**config.mk**
```make
export PLATFORM = sky130hd
export DESIGN_NAME = arb_mux_nto1
export DESIGN_NICKNAME = d
export VERILOG_FILES = /design/src/rtl/arb_mux_nto1.sv
export SDC_FILE = /design/constraint.sdc
export NUM_CORES = 1
export LEC_CHECK = 0
export ABC_AREA = 1
export CAP_MARGIN = 20
export CORE_UTILIZATION = 37
export CTS_CLUSTER_DIAMETER = 200
export DETAILED_ROUTE_END_ITERATION = 8
export HOLD_SLACK_MARGIN = 0.03
export PLACE_DENSITY = 0.77
export SETUP_SLACK_MARGIN = 0.2
export SLEW_MARGIN = 15
export SYNTH_ARGS = -nofsm -noshare
export SYNTH_HDL_FRONTEND = slang
export SYNTH_SLANG_ARGS = --single-unit
```
**constraint.sdc**
```tcl
create_clock -name clk -period 4 [get_ports clk]
set_input_delay 0.4 -clock clk [delete_from_list [all_inputs] [get_ports clk]]
set_output_delay 0.4 -clock clk [all_outputs]
set_load 0.05 [all_outputs]
```
**src/rtl/arb_mux_nto1.sv**
```systemverilog
// -----------------------------------------------------------------------------
// arb_mux_nto1
//
// N-to-1 arbitrating multiplexer with a single registered output word.
// A channel is chosen either directly by `sel` (MODE=0) or by a round-robin
// scan that starts at the channel after the last one served (MODE=1). The
// chosen word is captured into the output register whenever that register is
// empty or being drained in the same cycle, so a continuously-ready consumer
// receives one word per clock with one cycle of latency.
//
// Parameters
//   WIDTH : data bits per channel (>= 1)
//   N     : number of input channels (>= 2)
//   MODE  : 0 = select-driven, 1 = round-robin
//   SW    : width of sel / out_chan / round-robin pointer
//
// Ports
//   clk       : clock, rising edge
//   rst       : asynchronous active-high reset
//   in_data   : N packed channels, channel i at [i*WIDTH +: WIDTH]
//   in_valid  : per-channel valid
//   in_ready  : per-channel take strobe (one-hot or zero, combinational)
//   sel       : channel select, MODE=0 only
//   out_data  : registered selected word
//   out_valid : out_data holds a word not yet taken downstream
//   out_ready : downstream takes out_data this cycle
//   out_chan  : channel index that supplied out_data
// -----------------------------------------------------------------------------
module arb_mux_nto1 #(
  parameter int WIDTH = 8,
  parameter int N     = 4,
  parameter int MODE  = 1,
  parameter int SW    = $clog2(N)
) (
  input  logic               clk,
  input  logic               rst,
  input  logic [N*WIDTH-1:0] in_data,
  input  logic [N-1:0]       in_valid,
  output logic [N-1:0]       in_ready,
  input  logic [SW-1:0]      sel,
  output logic [WIDTH-1:0]   out_data,
  output logic               out_valid,
  input  logic               out_ready,
  output logic [SW-1:0]      out_chan
);

  logic [WIDTH-1:0] data_q;
  logic [SW-1:0]    chan_q;
  logic             valid_q;
  logic [SW-1:0]    ptr_q;
  logic [SW-1:0]    ptr_d;

  logic [SW-1:0]    grant;
  logic             grant_valid;
  logic [WIDTH-1:0] grant_data;
  logic             load_en;

  // Round-robin search state: distance (upward, wrapping) of a candidate
  // channel from ptr_q. The valid channel with the smallest distance wins.
  int               rr_off;
  int               rr_best;

  // ---------------------------------------------------------------------------
  // Grant selection
  // ---------------------------------------------------------------------------
  always_comb begin
    grant       = '0;
    grant_valid = 1'b0;
    rr_off      = 0;
    rr_best     = N;
    if (MODE == 0) begin
      grant = sel;
      // Only an in-range sel can match a channel; anything else gives no grant.
      for (int i = 0; i < N; i++) begin
        if (sel == SW'(i)) grant_valid = in_valid[i];
      end
    end else begin
      for (int i = 0; i < N; i++) begin
        if (in_valid[i]) begin
          rr_off = (i >= int'(ptr_q)) ? (i - int'(ptr_q)) : (i + N - int'(ptr_q));
          if (rr_off < rr_best) begin
            rr_best = rr_off;
            grant   = SW'(i);
          end
        end
      end
      grant_valid = |in_valid;
    end
  end

  // Data mux over constant indices so an out-of-range grant simply selects
  // nothing rather than slicing past the end of in_data.
  always_comb begin
    grant_data = '0;
    for (int i = 0; i < N; i++) begin
      if (grant == SW'(i)) grant_data = in_data[i*WIDTH +: WIDTH];
    end
  end

  // The output register accepts a new word when it is empty or being drained
  // this cycle. Gating with rst keeps in_ready quiet for the whole reset.
  assign load_en = !rst && (!valid_q || out_ready) && grant_valid;

  // in_ready only ever asserts for the granted channel, and the grant is only
  // valid for a channel whose in_valid is high.
  always_comb begin
    in_ready = '0;
    for (int i = 0; i < N; i++) begin
      in_ready[i] = load_en && (grant == SW'(i));
    end
  end

  // Pointer advances to the channel after the one just served; fixed at 0 in
  // select-driven mode.
  always_comb begin
    ptr_d = ptr_q;
    if (MODE == 0) begin
      ptr_d = '0;
    end else if (load_en) begin
      ptr_d = (grant == SW'(N-1)) ? '0 : grant + SW'(1);
    end
  end

  // ---------------------------------------------------------------------------
  // Output register stage
  // ---------------------------------------------------------------------------
  always_ff @(posedge clk or posedge rst) begin
    if (rst) begin
      data_q  <= '0;
      chan_q  <= '0;
      valid_q <= 1'b0;
      ptr_q   <= '0;
    end else begin
      ptr_q <= ptr_d;
      if (load_en) begin
        data_q  <= grant_data;
        chan_q  <= grant;
        valid_q <= 1'b1;
      end else if (out_ready) begin
        // Drained with nothing to replace it: data and channel keep their values.
        valid_q <= 1'b0;
      end
    end
  end

  assign out_data  = data_q;
  assign out_chan  = chan_q;
  assign out_valid = valid_q;

endmodule
```
==> results of run 1 <==
[area by class of cell]
cell class,instances,area share
Tap cell,31,0.01816
Inverter,24,0.05390
Timing Repair Buffer,77,0.3544
Multi-Input combinational cell,127,0.4077
Sequential cell,13,0.1535
Clock buffer,4,0.01230
[Yosys cell counts, drive strengths merged (3+ instances only)]
cell type and n:
ha 14, nand2 65, clkbuf 3, o211ai 8, clkinv 3, nor2 5
dfrtp 13, o21ai 12, a21oi 8, nand3 10, inv 21
[worst min-delay path by stage]
stage | slack [ps] | from | end
floorplan | 290 | rst | out_chan[0]
global placement | 460 | out_chan[1] | out_chan[1]
detailed placement | 470 | out_chan[1] | out_chan[1]
CTS | 460 | rst | out_data[4]
global route | 510 | rst | out_data[5]
finish | 450 | rst | out_data[2]
[kinds of logic after synthesis]
group / Yosys count
adder cells (fa/ha/maj): 14
AO/OA/AOI/OAI: 31
flip-flops: 13
AND/OR/NAND/NOR: 82
buffers and inverters: 28
[what timing repair did]
action / in CTS / in global routing
setup buffers: 5 / 5
pin swaps: 11 / 13
setup endpoints to repair: 12 / 13
hold buffers: 0 / 0
gates resized for setup: 30 / 14
[flip-flops by register name, summed over array words and instances, names as in the netlist]
name	cells
out_chan	2
out_valid	1
out_data	8
ptr_q	2
[per-stage QoR]
stage | power [µW] | TNS (ps) | area (µm²)
after global placement | 1564 | -348.5 | 1884
after CTS | 1887 | 0 | 2064
after global routing | 2195 | -2516 | 2136
after floorplan | 1148 | 0 | 1212
final | 2041 | -491.4 | 2136
after detailed placement | 1592 | -889.3 | 1884
[power groups by stage]
stage / clock (µW) / combinational, µW / sequential, µW
global placement: 0 / 1340 / 227
detailed placement: 0 / 1360 / 230
global route: 88.8 / 1870 / 240
floorplan: 0 / 756 / 392
finish: 82.2 / 1730 / 233
CTS: 83.1 / 1570 / 234
[metal layers]
metal / share of wire / vias to the layer above / track usage
met5: 0 / - / 0
met4: 0.013 / 0 / 0.06122
met3: 0.036 / 4 / 0.02009
met2: 0.51 / 43 / 0.3904
met1: 0.44 / 624 / 0.2857
li1: - / 700 / -
==> impl_metrics.prom, run 1 <==
# TYPE chip_impl_metric gauge
chip_impl_info{name="clock_tree.root_cell",value="sky130_fd_sc_hd__clkbuf_4"} 1
chip_impl_info{name="most-common-layout-cells",value="53 x sky130_fd_sc_hd__nand2_1, 48 x sky130_fd_sc_hd__clkdlybuf4s50_1, 22 x sky130_fd_sc_hd__buf_4"} 1
chip_impl_metric{name="rr_worst_depth",unit=""} 33
chip_impl_metric{name="tritoncts.num_buffers",unit=""} 3
chip_impl_metric{name="finalHoldViolCount",unit=""} 0
chip_impl_metric{name="dr.pass1.iters",unit=""} 6
chip_impl_metric{name="highest_fanout_seen_on_the_critical_path",unit=""} 4
chip_impl_metric{name="dr.first_iter.drc_count",unit=""} 48
chip_impl_metric{name="number_of_nets_in_the_final_layout",unit=""} 301
chip_impl_metric{name="required",unit="ps"} 3600
chip_impl_metric{name="power.combinational.fraction",unit=""} 0.845
chip_impl_metric{name="yosys-mux-area-fraction",unit=""} 0
chip_impl_info{name="dominant_combinational_cell_family_by_area_after_synthesis",value="simple AND/OR/NAND/NOR gates"} 1
chip_impl_metric{name="slew_viol_final",unit=""} 0
chip_impl_metric{name="htree_levels",unit=""} 1
chip_impl_info{name="worst_path_max_delay_cell",value="sky130_fd_sc_hd__dfrtp_2"} 1
chip_impl_metric{name="number_of_buffer_cells_added_on_primary_ports",unit=""} 53
chip_impl_metric{name="floorplan.io_pins",unit=""} 56
chip_impl_metric{name="post_synthesis_instance_area",unit="µm²"} 1150
chip_impl_metric{name="track_usage",unit=""} 0.2199
chip_impl_metric{name="post_route_cells_drive_above_1_share",unit=""} 0.3061
chip_impl_metric{name="clkTransAtPathRegs",unit="ps"} 80
chip_impl_metric{name="areaGrowthSynthToFinish",unit="%"} 85.75
chip_impl_metric{name="place_congestion",unit=""} 0.8054
chip_impl_info{name="crit_path_end",value="in_ready[1]"} 1
chip_impl_metric{name="avgSynthCellArea",unit="µm²"} 6.844
chip_impl_metric{name="mappedNetlistNets",unit=""} 223
chip_impl_metric{name="die_area",unit="µm²"} 3334
chip_impl_metric{name="arrival",unit="ps"} 3740
chip_impl_metric{name="synth_top_cell_area_share",unit=""} 0.2829
chip_impl_metric{name="regToRegSetupSlack",unit="ps"} 110
chip_impl_metric{name="core_area",unit="µm²"} 2853
chip_impl_metric{name="grt_max_degree",unit=""} 20
chip_impl_info{name="hp-class",value="in -> async"} 1
chip_impl_metric{name="synth-seq-area-share",unit=""} 0.2829
chip_impl_metric{name="power_switching_share",unit=""} 0.5229
chip_impl_metric{name="detail_route.drc_violations",unit=""} 2
chip_impl_metric{name="post_synth_num_cell_types",unit=""} 23
chip_impl_metric{name="max_cap_viol_count",unit=""} 0
chip_impl_info{name="final_common_cell",value="sky130_fd_sc_hd__nand2_1"} 1
chip_impl_metric{name="first_pass_grt_wire_length",unit="µm"} 5754
chip_impl_metric{name="skew",unit="ps"} 3.702
chip_impl_metric{name="hold_slack",unit="ps"} 445.2
chip_impl_metric{name="starting_density_of_the_core",unit=""} 0.4031
chip_impl_metric{name="ys.warnings.count",unit=""} 0
chip_impl_metric{name="worst_ir_drop_vdd",unit="V"} 0.0006931
chip_impl_info{name="netlist.top_cell.by_area",value="sky130_fd_sc_hd__dfrtp_1"} 1
chip_impl_info{name="status",value="finished, violations left"} 1
chip_impl_metric{name="power.static_leakage",unit="µW"} 0.001006
chip_impl_info{name="type_of_element_launching_the_critical_path",value="flip-flop"} 1
chip_impl_metric{name="synth_simple_gate_area_share",unit=""} 0.3123
chip_impl_metric{name="synthAdderAreaFrac",unit=""} 0.1523
chip_impl_metric{name="post_drt_via_cell_ratio",unit=""} 4.967
chip_impl_metric{name="final_min_period",unit="ps"} 4144
chip_impl_metric{name="max-slew-margin-rel",unit=""} 0.6474
chip_impl_metric{name="seqCellArea",unit="µm²"} 327.8
chip_impl_metric{name="pre_cts_slack",unit="ps"} -137.6
chip_impl_metric{name="worst_skew_pair.late_latency",unit="ps"} 280
chip_impl_metric{name="die_w",unit="µm"} 57.75
chip_impl_metric{name="timing_worst_slew_pin_value",unit="ps"} 527.2
chip_impl_metric{name="achievable-frequency",unit="GHz"} 0.2413
chip_impl_metric{name="power.net_switching",unit="µW"} 1067
chip_impl_info{name="cp_class",value="reg -> out"} 1
chip_impl_metric{name="numClockSinks",unit=""} 13
chip_impl_info{name="rr_startpoint",value="ptr_q[0]"} 1
chip_impl_metric{name="power.share.clock",unit=""} 0.040
chip_impl_metric{name="initial_antenna_violation_count",unit=""} 0
chip_impl_info{name="crit_family",value="simple AND/OR/NAND/NOR gates"} 1
chip_impl_metric{name="final_non_filler_cell_total",unit=""} 276
chip_impl_info{name="endpoint_kind",value="output pin"} 1
chip_impl_metric{name="die_y",unit="µm"} 57.75
chip_impl_metric{name="final.period_utilization",unit=""} 1.036
chip_impl_metric{name="clock_path_buffers",unit=""} 2
chip_impl_metric{name="ys_seq_elements",unit=""} 13
chip_impl_metric{name="wl_per_cell",unit="µm"} 13.33
chip_impl_metric{name="synthCells",unit=""} 168
chip_impl_metric{name="setup_violations",unit=""} 4
chip_impl_metric{name="final_critical_path_setup_slack",unit="ps"} -144.5
chip_impl_metric{name="synth-xor-area-share",unit=""} 0
chip_impl_metric{name="area_of_the_multi_input_gates",unit="µm²"} 870.8
chip_impl_metric{name="synthArstFlopShare",unit=""} 1.000
chip_impl_metric{name="intPower",unit="µW"} 973.9
chip_impl_info{name="dominantRegCellSynth",value="sky130_fd_sc_hd__dfrtp_1"} 1
chip_impl_metric{name="placed_cells_incl_taps",unit=""} 262
chip_impl_info{name="rsz0062_at_grt",value="true"} 1
chip_impl_metric{name="floorplan.rows",unit=""} 19
chip_impl_info{name="dominant_cells_by_area_after_synthesis",value="sky130_fd_sc_hd__dfrtp_1 28%, sky130_fd_sc_hd__nand2_1 18%, sky130_fd_sc_hd__ha_1 15%"} 1
chip_impl_metric{name="n_antenna_cell",unit=""} 0
chip_impl_metric{name="timing.critical_path.slowest_cell_delay",unit="ps"} 420
chip_impl_info{name="failed_checks",value="design-rule violations, negative setup slack"} 1
chip_impl_metric{name="seqPwrFrac",unit=""} 0.114
chip_impl_metric{name="number_of_filler_instances_in_the_final_layout",unit=""} 215
chip_impl_info{name="end_of_the_worst_register_to_register_path",value="out_data[7]"} 1
chip_impl_metric{name="detailed_place_hpwl",unit="µm"} 2531
chip_impl_metric{name="cp.depth",unit=""} 31
chip_impl_metric{name="synth_compound_gate_area_share",unit=""} 0.1567
chip_impl_info{name="cpMostUsedCell",value="sky130_fd_sc_hd__nand2_1"} 1
chip_impl_metric{name="grt.overflow.total",unit=""} 0
chip_impl_info{name="tritoncts",value="yes"} 1
chip_impl_metric{name="synth-edff-count",unit=""} 0
chip_impl_metric{name="worst_path_bufs_invs",unit=""} 6
chip_impl_metric{name="first_global_vias",unit=""} 1305
chip_impl_metric{name="remaining_number_of_nets_flagged_by_the_antenna_check_after_routing",unit=""} 0
chip_impl_metric{name="post-route-util",unit=""} 0.7487
chip_impl_info{name="worstSetupStartpoint",value="ptr_q[0]"} 1
chip_impl_metric{name="wl",unit="µm"} 3680
chip_impl_metric{name="vias",unit=""} 1371
chip_impl_metric{name="power.density_cell_area",unit="nW/µm²"} 955.7
No activity file was read; power rests on OpenSTA's default activity.
==> run 2: changes to the inputs <==
--- a/config.mk
+++ b/config.mk
@@ -11,8 +11,9 @@
 export CTS_CLUSTER_DIAMETER = 200
 export DETAILED_ROUTE_END_ITERATION = 8
 export HOLD_SLACK_MARGIN = 0.03
-export PLACE_DENSITY = 0.77
+export PLACE_DENSITY_LB_ADDON = 0.12
 export SETUP_SLACK_MARGIN = 0.2
+export SKIP_LAST_GASP = 1
 export SLEW_MARGIN = 15
 export SYNTH_ARGS = -nofsm -noshare
 export SYNTH_HDL_FRONTEND = slang
==> impl_metrics.prom, run 2 (synthesized netlist as in run 1, its figures left out) <==
# TYPE chip_impl_metric gauge
chip_impl_metric{name="detailed_place_hpwl",unit="µm"} 2607
chip_impl_metric{name="die_w",unit="µm"} 57.75
chip_impl_metric{name="skew",unit="ps"} 3.747
chip_impl_metric{name="power.share.clock",unit=""} 0.035
chip_impl_metric{name="wl_per_cell",unit="µm"} 15.37
chip_impl_metric{name="first_pass_grt_wire_length",unit="µm"} 6555
chip_impl_metric{name="numClockSinks",unit=""} 13
chip_impl_metric{name="slew_viol_final",unit=""} 0
chip_impl_metric{name="post-route-util",unit=""} 0.8096
chip_impl_info{name="worst_path_max_delay_cell",value="sky130_fd_sc_hd__dfrtp_2"} 1
chip_impl_metric{name="grt.overflow.total",unit=""} 0
chip_impl_metric{name="power.net_switching",unit="µW"} 1239
chip_impl_metric{name="worst_ir_drop_vdd",unit="V"} 0.0007076
chip_impl_metric{name="core_area",unit="µm²"} 2853
chip_impl_metric{name="intPower",unit="µW"} 1110
chip_impl_metric{name="placedInstanceArea",unit="µm²"} 1877
chip_impl_metric{name="setup_violations",unit=""} 4
chip_impl_metric{name="initial_antenna_violation_count",unit=""} 0
chip_impl_info{name="rsz0062_at_grt",value="true"} 1
chip_impl_metric{name="max_cap_viol_count",unit=""} 0
chip_impl_info{name="failed_checks",value="design-rule violations, negative setup slack"} 1
chip_impl_info{name="busiest_layer",value="met2"} 1
chip_impl_metric{name="final_min_period",unit="ps"} 4176
chip_impl_metric{name="die_area",unit="µm²"} 3334
chip_impl_metric{name="required",unit="ps"} 3600
chip_impl_metric{name="power.static_leakage",unit="µW"} 0.001065
chip_impl_metric{name="timing_worst_slew_pin_value",unit="ps"} 517.3
chip_impl_info{name="tritoncts",value="yes"} 1
chip_impl_metric{name="place_congestion",unit=""} 0.8176
chip_impl_metric{name="htree_levels",unit=""} 1
chip_impl_metric{name="global_route.usage.met2",unit=""} 0.4684
chip_impl_metric{name="power_switching_share",unit=""} 0.5273
chip_impl_metric{name="clkTransAtPathRegs",unit="ps"} 80
chip_impl_metric{name="seqCellArea",unit="µm²"} 326.6
chip_impl_info{name="end_of_the_worst_register_to_register_path",value="out_data[2]"} 1
chip_impl_metric{name="track_usage",unit=""} 0.2571
chip_impl_metric{name="final_cell_area",unit="µm²"} 2310
chip_impl_info{name="cp_class",value="reg -> out"} 1
chip_impl_metric{name="global_route.usage.met3",unit=""} 0.02679
chip_impl_metric{name="number_of_filler_instances_in_the_final_layout",unit=""} 188
chip_impl_metric{name="clock_path_buffers",unit=""} 2
chip_impl_metric{name="area_of_the_multi_input_gates",unit="µm²"} 969.7
chip_impl_metric{name="remaining_number_of_nets_flagged_by_the_antenna_check_after_routing",unit=""} 0
chip_impl_metric{name="n_antenna_cell",unit=""} 0
chip_impl_metric{name="finalHoldViolCount",unit=""} 0
chip_impl_info{name="cpMostUsedCell",value="sky130_fd_sc_hd__nand2_2"} 1
chip_impl_metric{name="placed_cells_incl_taps",unit=""} 261
chip_impl_info{name="rr_startpoint",value="ptr_q[0]"} 1
chip_impl_metric{name="seqPwrFrac",unit=""} 0.098
chip_impl_metric{name="achievable-frequency",unit="GHz"} 0.2394
chip_impl_metric{name="regToRegSetupSlack",unit="ps"} 30
chip_impl_metric{name="tritoncts.num_buffers",unit=""} 3
chip_impl_metric{name="pre_cts_slack",unit="ps"} -174.4
chip_impl_info{name="final_common_cell",value="sky130_fd_sc_hd__clkdlybuf4s50_1"} 1
chip_impl_info{name="most-common-layout-cells",value="48 x sky130_fd_sc_hd__clkdlybuf4s50_1, 42 x sky130_fd_sc_hd__nand2_1, 26 x sky130_fd_sc_hd__buf_4"} 1
chip_impl_metric{name="grt_max_degree",unit=""} 20
chip_impl_metric{name="finalPower",unit="µW"} 2349
chip_impl_metric{name="worst_skew_pair.late_latency",unit="ps"} 280
chip_impl_metric{name="final.period_utilization",unit=""} 1.044
chip_impl_metric{name="rr_worst_depth",unit=""} 33
chip_impl_metric{name="largest_register_ffs",unit=""} 8
chip_impl_info{name="worstSetupStartpoint",value="ptr_q[0]"} 1
chip_impl_metric{name="floorplan.io_pins",unit=""} 56
chip_impl_metric{name="number_of_nets_in_the_final_layout",unit=""} 309
chip_impl_info{name="endpoint_kind",value="output pin"} 1
chip_impl_info{name="clock_tree.root_cell",value="sky130_fd_sc_hd__clkbuf_4"} 1
chip_impl_metric{name="number_of_buffer_cells_added_on_primary_ports",unit=""} 53
chip_impl_metric{name="post_drt_via_cell_ratio",unit=""} 5.236
chip_impl_metric{name="arrival",unit="ps"} 3780
chip_impl_metric{name="dr.pass1.iters",unit=""} 6
chip_impl_info{name="hp-class",value="in -> async"} 1
chip_impl_metric{name="floorplan.rows",unit=""} 19
chip_impl_metric{name="post_route_cells_drive_above_1_share",unit=""} 0.4190
chip_impl_metric{name="die_y",unit="µm"} 57.75
chip_impl_metric{name="areaGrowthSynthToFinish",unit="%"} 100.9
chip_impl_metric{name="timing.critical_path.slowest_cell_delay",unit="ps"} 430
chip_impl_metric{name="power.density_cell_area",unit="nW/µm²"} 1017
chip_impl_metric{name="starting_density_of_the_core",unit=""} 0.4031
chip_impl_metric{name="detail_route.drc_violations",unit=""} 3
chip_impl_metric{name="max-slew-margin-rel",unit=""} 0.6548
chip_impl_metric{name="wl",unit="µm"} 4364
chip_impl_metric{name="final_critical_path_setup_slack",unit="ps"} -176.4
chip_impl_metric{name="power.combinational.fraction",unit=""} 0.867
chip_impl_metric{name="final_non_filler_cell_total",unit=""} 284
chip_impl_metric{name="grt_use_met1",unit=""} 0.3001
chip_impl_info{name="type_of_element_launching_the_critical_path",value="flip-flop"} 1
chip_impl_metric{name="vias",unit=""} 1487
chip_impl_metric{name="highest_fanout_seen_on_the_critical_path",unit=""} 4
chip_impl_metric{name="dr.first_iter.drc_count",unit=""} 67
chip_impl_info{name="status",value="finished, violations left"} 1
chip_impl_metric{name="first_global_vias",unit=""} 1497
[run 2: power groups by stage]
stage | Clock (µW) | Combinational [µW] | Sequential [µW]
after floorplan | 0 | 756 | 392
after global placement | 0 | 1330 | 227
after detailed placement | 0 | 1370 | 230
after CTS | 84.9 | 1640 | 228
after global routing | 92.3 | 2170 | 238
final | 82.1 | 2040 | 230
[run 2: area by class of cell]
class                   instances  area share
inverters                      24     0.04875
flip-flops and latches         13      0.1414
well taps                      31     0.01679
multi-input cells             127      0.4198
clock buffers                   4     0.01138
repair buffers                 85      0.3619
[run 2: repair_timing]
item / in CTS / in global routing
hold buffers: 0 / 0
gates resized for setup: 28 / 45
setup buffers: 17 / 2
pin swaps: 10 / 38
setup endpoints to repair: 12 / 14
[run 2: worst max path at each step]
stage | to | slack [ps] | cells past startpoint
after floorplan | in_ready[1] | 200 | 31
after global placement | out_data[6] | -70 | 30
after detailed placement | out_data[6] | -170 | 30
after CTS | in_ready[0] | -70 | 32
after global routing | in_ready[0] | -420 | 32
final | in_ready[0] | -180 | 32
[run 2: critical path: cells and delay by family (launching register included)]
| family | cells | cell delay, ps |
|---|---|---|
| compound gates | 2 | 180 |
| fa+ha+maj | 4 | 920 |
| flops | 1 | 430 |
| buf+inv | 7 | 630 |
| simple gates | 19 | 1340 |
[run 2: per-stage QoR]
step                      hold slack, ps  TNS (ps)
after floorplan                    285.3         0
after global placement             461.9    -313.2
after detailed placement           464.2     -1384
after CTS                          456.2    -163.0
after global routing               482.1     -2710
final                              447.5    -592.9
[run 2: metal layers]
| layer | share of wire | up-vias | routed length [µm] |
|---|---|---|---|
| met5 | 0 | - | 0 |
| met4 | 0.045 | 0 | 197 |
| met3 | 0.052 | 20 | 229 |
| met2 | 0.51 | 66 | 2237 |
| met1 | 0.39 | 688 | 1699 |
| li1 | - | 713 | - |
==> run 3: changes to the inputs <==
--- a/config.mk
+++ b/config.mk
@@ -6,8 +6,10 @@
 export NUM_CORES = 1
 export LEC_CHECK = 0
 export ABC_AREA = 1
+export ABC_CLOCK_PERIOD_IN_PS = 4000
 export CAP_MARGIN = 20
-export CORE_UTILIZATION = 37
+export CORE_UTILIZATION = 38
+export CTS_BUF_LIST = sky130_fd_sc_hd__clkbuf_8
 export CTS_CLUSTER_DIAMETER = 200
 export DETAILED_ROUTE_END_ITERATION = 8
 export HOLD_SLACK_MARGIN = 0.03
==> impl_metrics.prom, run 3 (synthesized netlist as in run 1, its figures left out) <==
# TYPE chip_impl_metric gauge
chip_impl_metric{name="timing.setup.tns",unit="ps"} -403.4
chip_impl_metric{name="largest_register_ffs",unit=""} 8
chip_impl_info{name="hp-class",value="reg -> reg"} 1
chip_impl_info{name="cp_class",value="reg -> out"} 1
chip_impl_metric{name="die_area",unit="µm²"} 3250
chip_impl_metric{name="slew_viol_final",unit=""} 0
chip_impl_metric{name="global_route.usage.met3",unit=""} 0.02494
chip_impl_info{name="cpMostUsedCell",value="sky130_fd_sc_hd__nand2_2"} 1
chip_impl_metric{name="setup_violations",unit=""} 4
chip_impl_info{name="final_common_cell",value="sky130_fd_sc_hd__clkdlybuf4s50_1"} 1
chip_impl_metric{name="timing.critical_path.slowest_cell_delay",unit="ps"} 410
chip_impl_metric{name="power.density_cell_area",unit="nW/µm²"} 994.6
chip_impl_metric{name="n_antenna_cell",unit=""} 0
chip_impl_info{name="busiest_layer",value="met2"} 1
chip_impl_metric{name="starting_density_of_the_core",unit=""} 0.4099
chip_impl_metric{name="wl",unit="µm"} 4043
chip_impl_metric{name="detailed_place_hpwl",unit="µm"} 2722
chip_impl_metric{name="first_global_vias",unit=""} 1386
chip_impl_metric{name="number_of_nets_in_the_final_layout",unit=""} 304
chip_impl_metric{name="final.period_utilization",unit=""} 1.031
chip_impl_metric{name="initial_antenna_violation_count",unit=""} 0
chip_impl_metric{name="first_pass_grt_wire_length",unit="µm"} 5940
chip_impl_metric{name="achievable-frequency",unit="GHz"} 0.2424
chip_impl_metric{name="global_route.usage.met2",unit=""} 0.4151
chip_impl_metric{name="highest_fanout_seen_on_the_critical_path",unit=""} 3
chip_impl_metric{name="max_cap_viol_count",unit=""} 0
chip_impl_metric{name="final_critical_path_setup_slack",unit="ps"} -125.6
chip_impl_info{name="worst_path_max_delay_cell",value="sky130_fd_sc_hd__dfrtp_1"} 1
chip_impl_metric{name="worst_ir_drop_vdd",unit="V"} 0.0006394
chip_impl_metric{name="number_of_buffer_cells_added_on_primary_ports",unit=""} 53
chip_impl_metric{name="tritoncts.num_buffers",unit=""} 3
chip_impl_metric{name="track_usage",unit=""} 0.2293
chip_impl_metric{name="dr.pass1.iters",unit=""} 6
chip_impl_metric{name="wl_per_cell",unit="µm"} 14.49
chip_impl_metric{name="finalHoldViolCount",unit=""} 0
chip_impl_metric{name="detail_route.drc_violations",unit=""} 4
chip_impl_metric{name="final_min_period",unit="ps"} 4126
chip_impl_metric{name="place_congestion",unit=""} 0.8434
chip_impl_metric{name="die_y",unit="µm"} 57.01
chip_impl_metric{name="arrival",unit="ps"} 3730
chip_impl_info{name="failed_checks",value="design-rule violations, negative setup slack"} 1
chip_impl_metric{name="grt_use_met1",unit=""} 0.2818
chip_impl_metric{name="core_area",unit="µm²"} 2805
chip_impl_metric{name="required",unit="ps"} 3600
chip_impl_metric{name="floorplan.rows",unit=""} 19
chip_impl_metric{name="skew",unit="ps"} 3.601
chip_impl_metric{name="post_route_cells_drive_above_1_share",unit=""} 0.3831
chip_impl_metric{name="remaining_number_of_nets_flagged_by_the_antenna_check_after_routing",unit=""} 0
chip_impl_metric{name="post_drt_via_cell_ratio",unit=""} 5.179
chip_impl_metric{name="areaGrowthSynthToFinish",unit="%"} 94.89
chip_impl_metric{name="timing_worst_slew_pin_value",unit="ps"} 523.8
chip_impl_metric{name="power.static_leakage",unit="µW"} 0.001045
chip_impl_metric{name="clkTransAtPathRegs",unit="ps"} 60
chip_impl_metric{name="dr.first_iter.drc_count",unit=""} 65
chip_impl_info{name="rsz0062_at_grt",value="true"} 1
chip_impl_metric{name="finalPower",unit="µW"} 2229
chip_impl_info{name="status",value="finished, violations left"} 1
chip_impl_info{name="clock_tree.root_cell",value="sky130_fd_sc_hd__clkbuf_8"} 1
chip_impl_metric{name="cts_hold_buf",unit=""} 0
chip_impl_metric{name="post-route-util",unit=""} 0.7988
chip_impl_metric{name="grt.overflow.total",unit=""} 0
chip_impl_metric{name="htree_levels",unit=""} 1
chip_impl_metric{name="vias",unit=""} 1445
chip_impl_metric{name="floorplan.io_pins",unit=""} 56
chip_impl_metric{name="worst_skew_pair.late_latency",unit="ps"} 240
chip_impl_metric{name="grt_max_degree",unit=""} 20
chip_impl_metric{name="clock_path_buffers",unit=""} 2
chip_impl_metric{name="hold_slack",unit="ps"} 485.8
chip_impl_info{name="tritoncts",value="yes"} 1
chip_impl_metric{name="numClockSinks",unit=""} 13
chip_impl_metric{name="die_w",unit="µm"} 57.01
chip_impl_info{name="endpoint_kind",value="output pin"} 1
chip_impl_metric{name="max-slew-margin-rel",unit=""} 0.6497
chip_impl_info{name="most-common-layout-cells",value="48 x sky130_fd_sc_hd__clkdlybuf4s50_1, 44 x sky130_fd_sc_hd__nand2_1, 23 x sky130_fd_sc_hd__buf_4"} 1
chip_impl_info{name="type_of_element_launching_the_critical_path",value="flip-flop"} 1
## run 3: cell count changes in the layout (fill, tap and decap cells not counted), sizes merged
cell,delta
inv,+1
clkbuf,-1
buf,-5
## run 3: final timing paths
| kind | from | endpoint | slack (ps) | cells past startpoint |
|---|---|---|---|---|
| max in group asynchronous | rst | ptr_q[0] | 3120 | 2 |
| min | out_chan[0] | out_chan[0] | 490 | 2 |
| min reg2reg | out_chan[0] | out_chan[0] | 490 | 2 |
| max reg2reg | ptr_q[1] | out_data[0] | 60 | 35 |
| max | ptr_q[1] | in_ready[0] | -130 | 32 |
| min in group asynchronous | rst | out_chan[0] | 500 | 2 |
## run 3: layout make-up
cell class                 count  area, µm²
fill                         184      564.3
multi-input combinational    127      932.1
sequential                    13      326.6
clock buffer                   3      41.29
clock inverter                 1      3.754
timing repair buffer          80      790.8
inverter                      24      107.6
tap                           31      38.79
## run 3: what timing repair did
item / CTS / global route
setup endpoints to repair: 12 / 13
buffers inserted: 8 / 5
cloned: 0 / 0
gates resized for setup: 31 / 31
pin swaps: 8 / 45
## run 3: per-stage QoR
| stage | cell area, µm² | std cells | worst slack [ps] |
|---|---|---|---|
| after global routing | 2241 | 279 | -402.1 |
| after detailed placement | 1884 | 262 | -204.3 |
| after floorplan | 1212 | 168 | 199.1 |
| after CTS | 2077 | 274 | -74.26 |
| final | 2241 | 279 | -125.6 |
| after global placement | 1884 | 262 | -37.64 |
## run 3: report_power, final
| part | leakage [µW] | switching (µW) | internal, µW | total (µW) |
|---|---|---|---|---|
| clock network | 0.0000269 | 45.5 | 67.7 | 113 |
| registers | 0.000161 | 41.9 | 192 | 234 |
| logic | 0.000857 | 1070 | 811 | 1880 |
## run 3: layer usage
layer | share of wire | vias up
met5 | 0 | -
met4 | 0.013 | 0
met1 | 0.41 | 671
met2 | 0.51 | 67
met3 | 0.061 | 6
li1 | - | 701
## run 3: critical path: cells and delay by family (launching register included)
kind                     cells  cell delay [ps]
AO/OA/AOI/OAI                2              150
flip-flops                   1              410
AND/OR/NAND/NOR             19             1310
buffers and inverters        7              660
adder cells (fa/ha/maj)      4              950
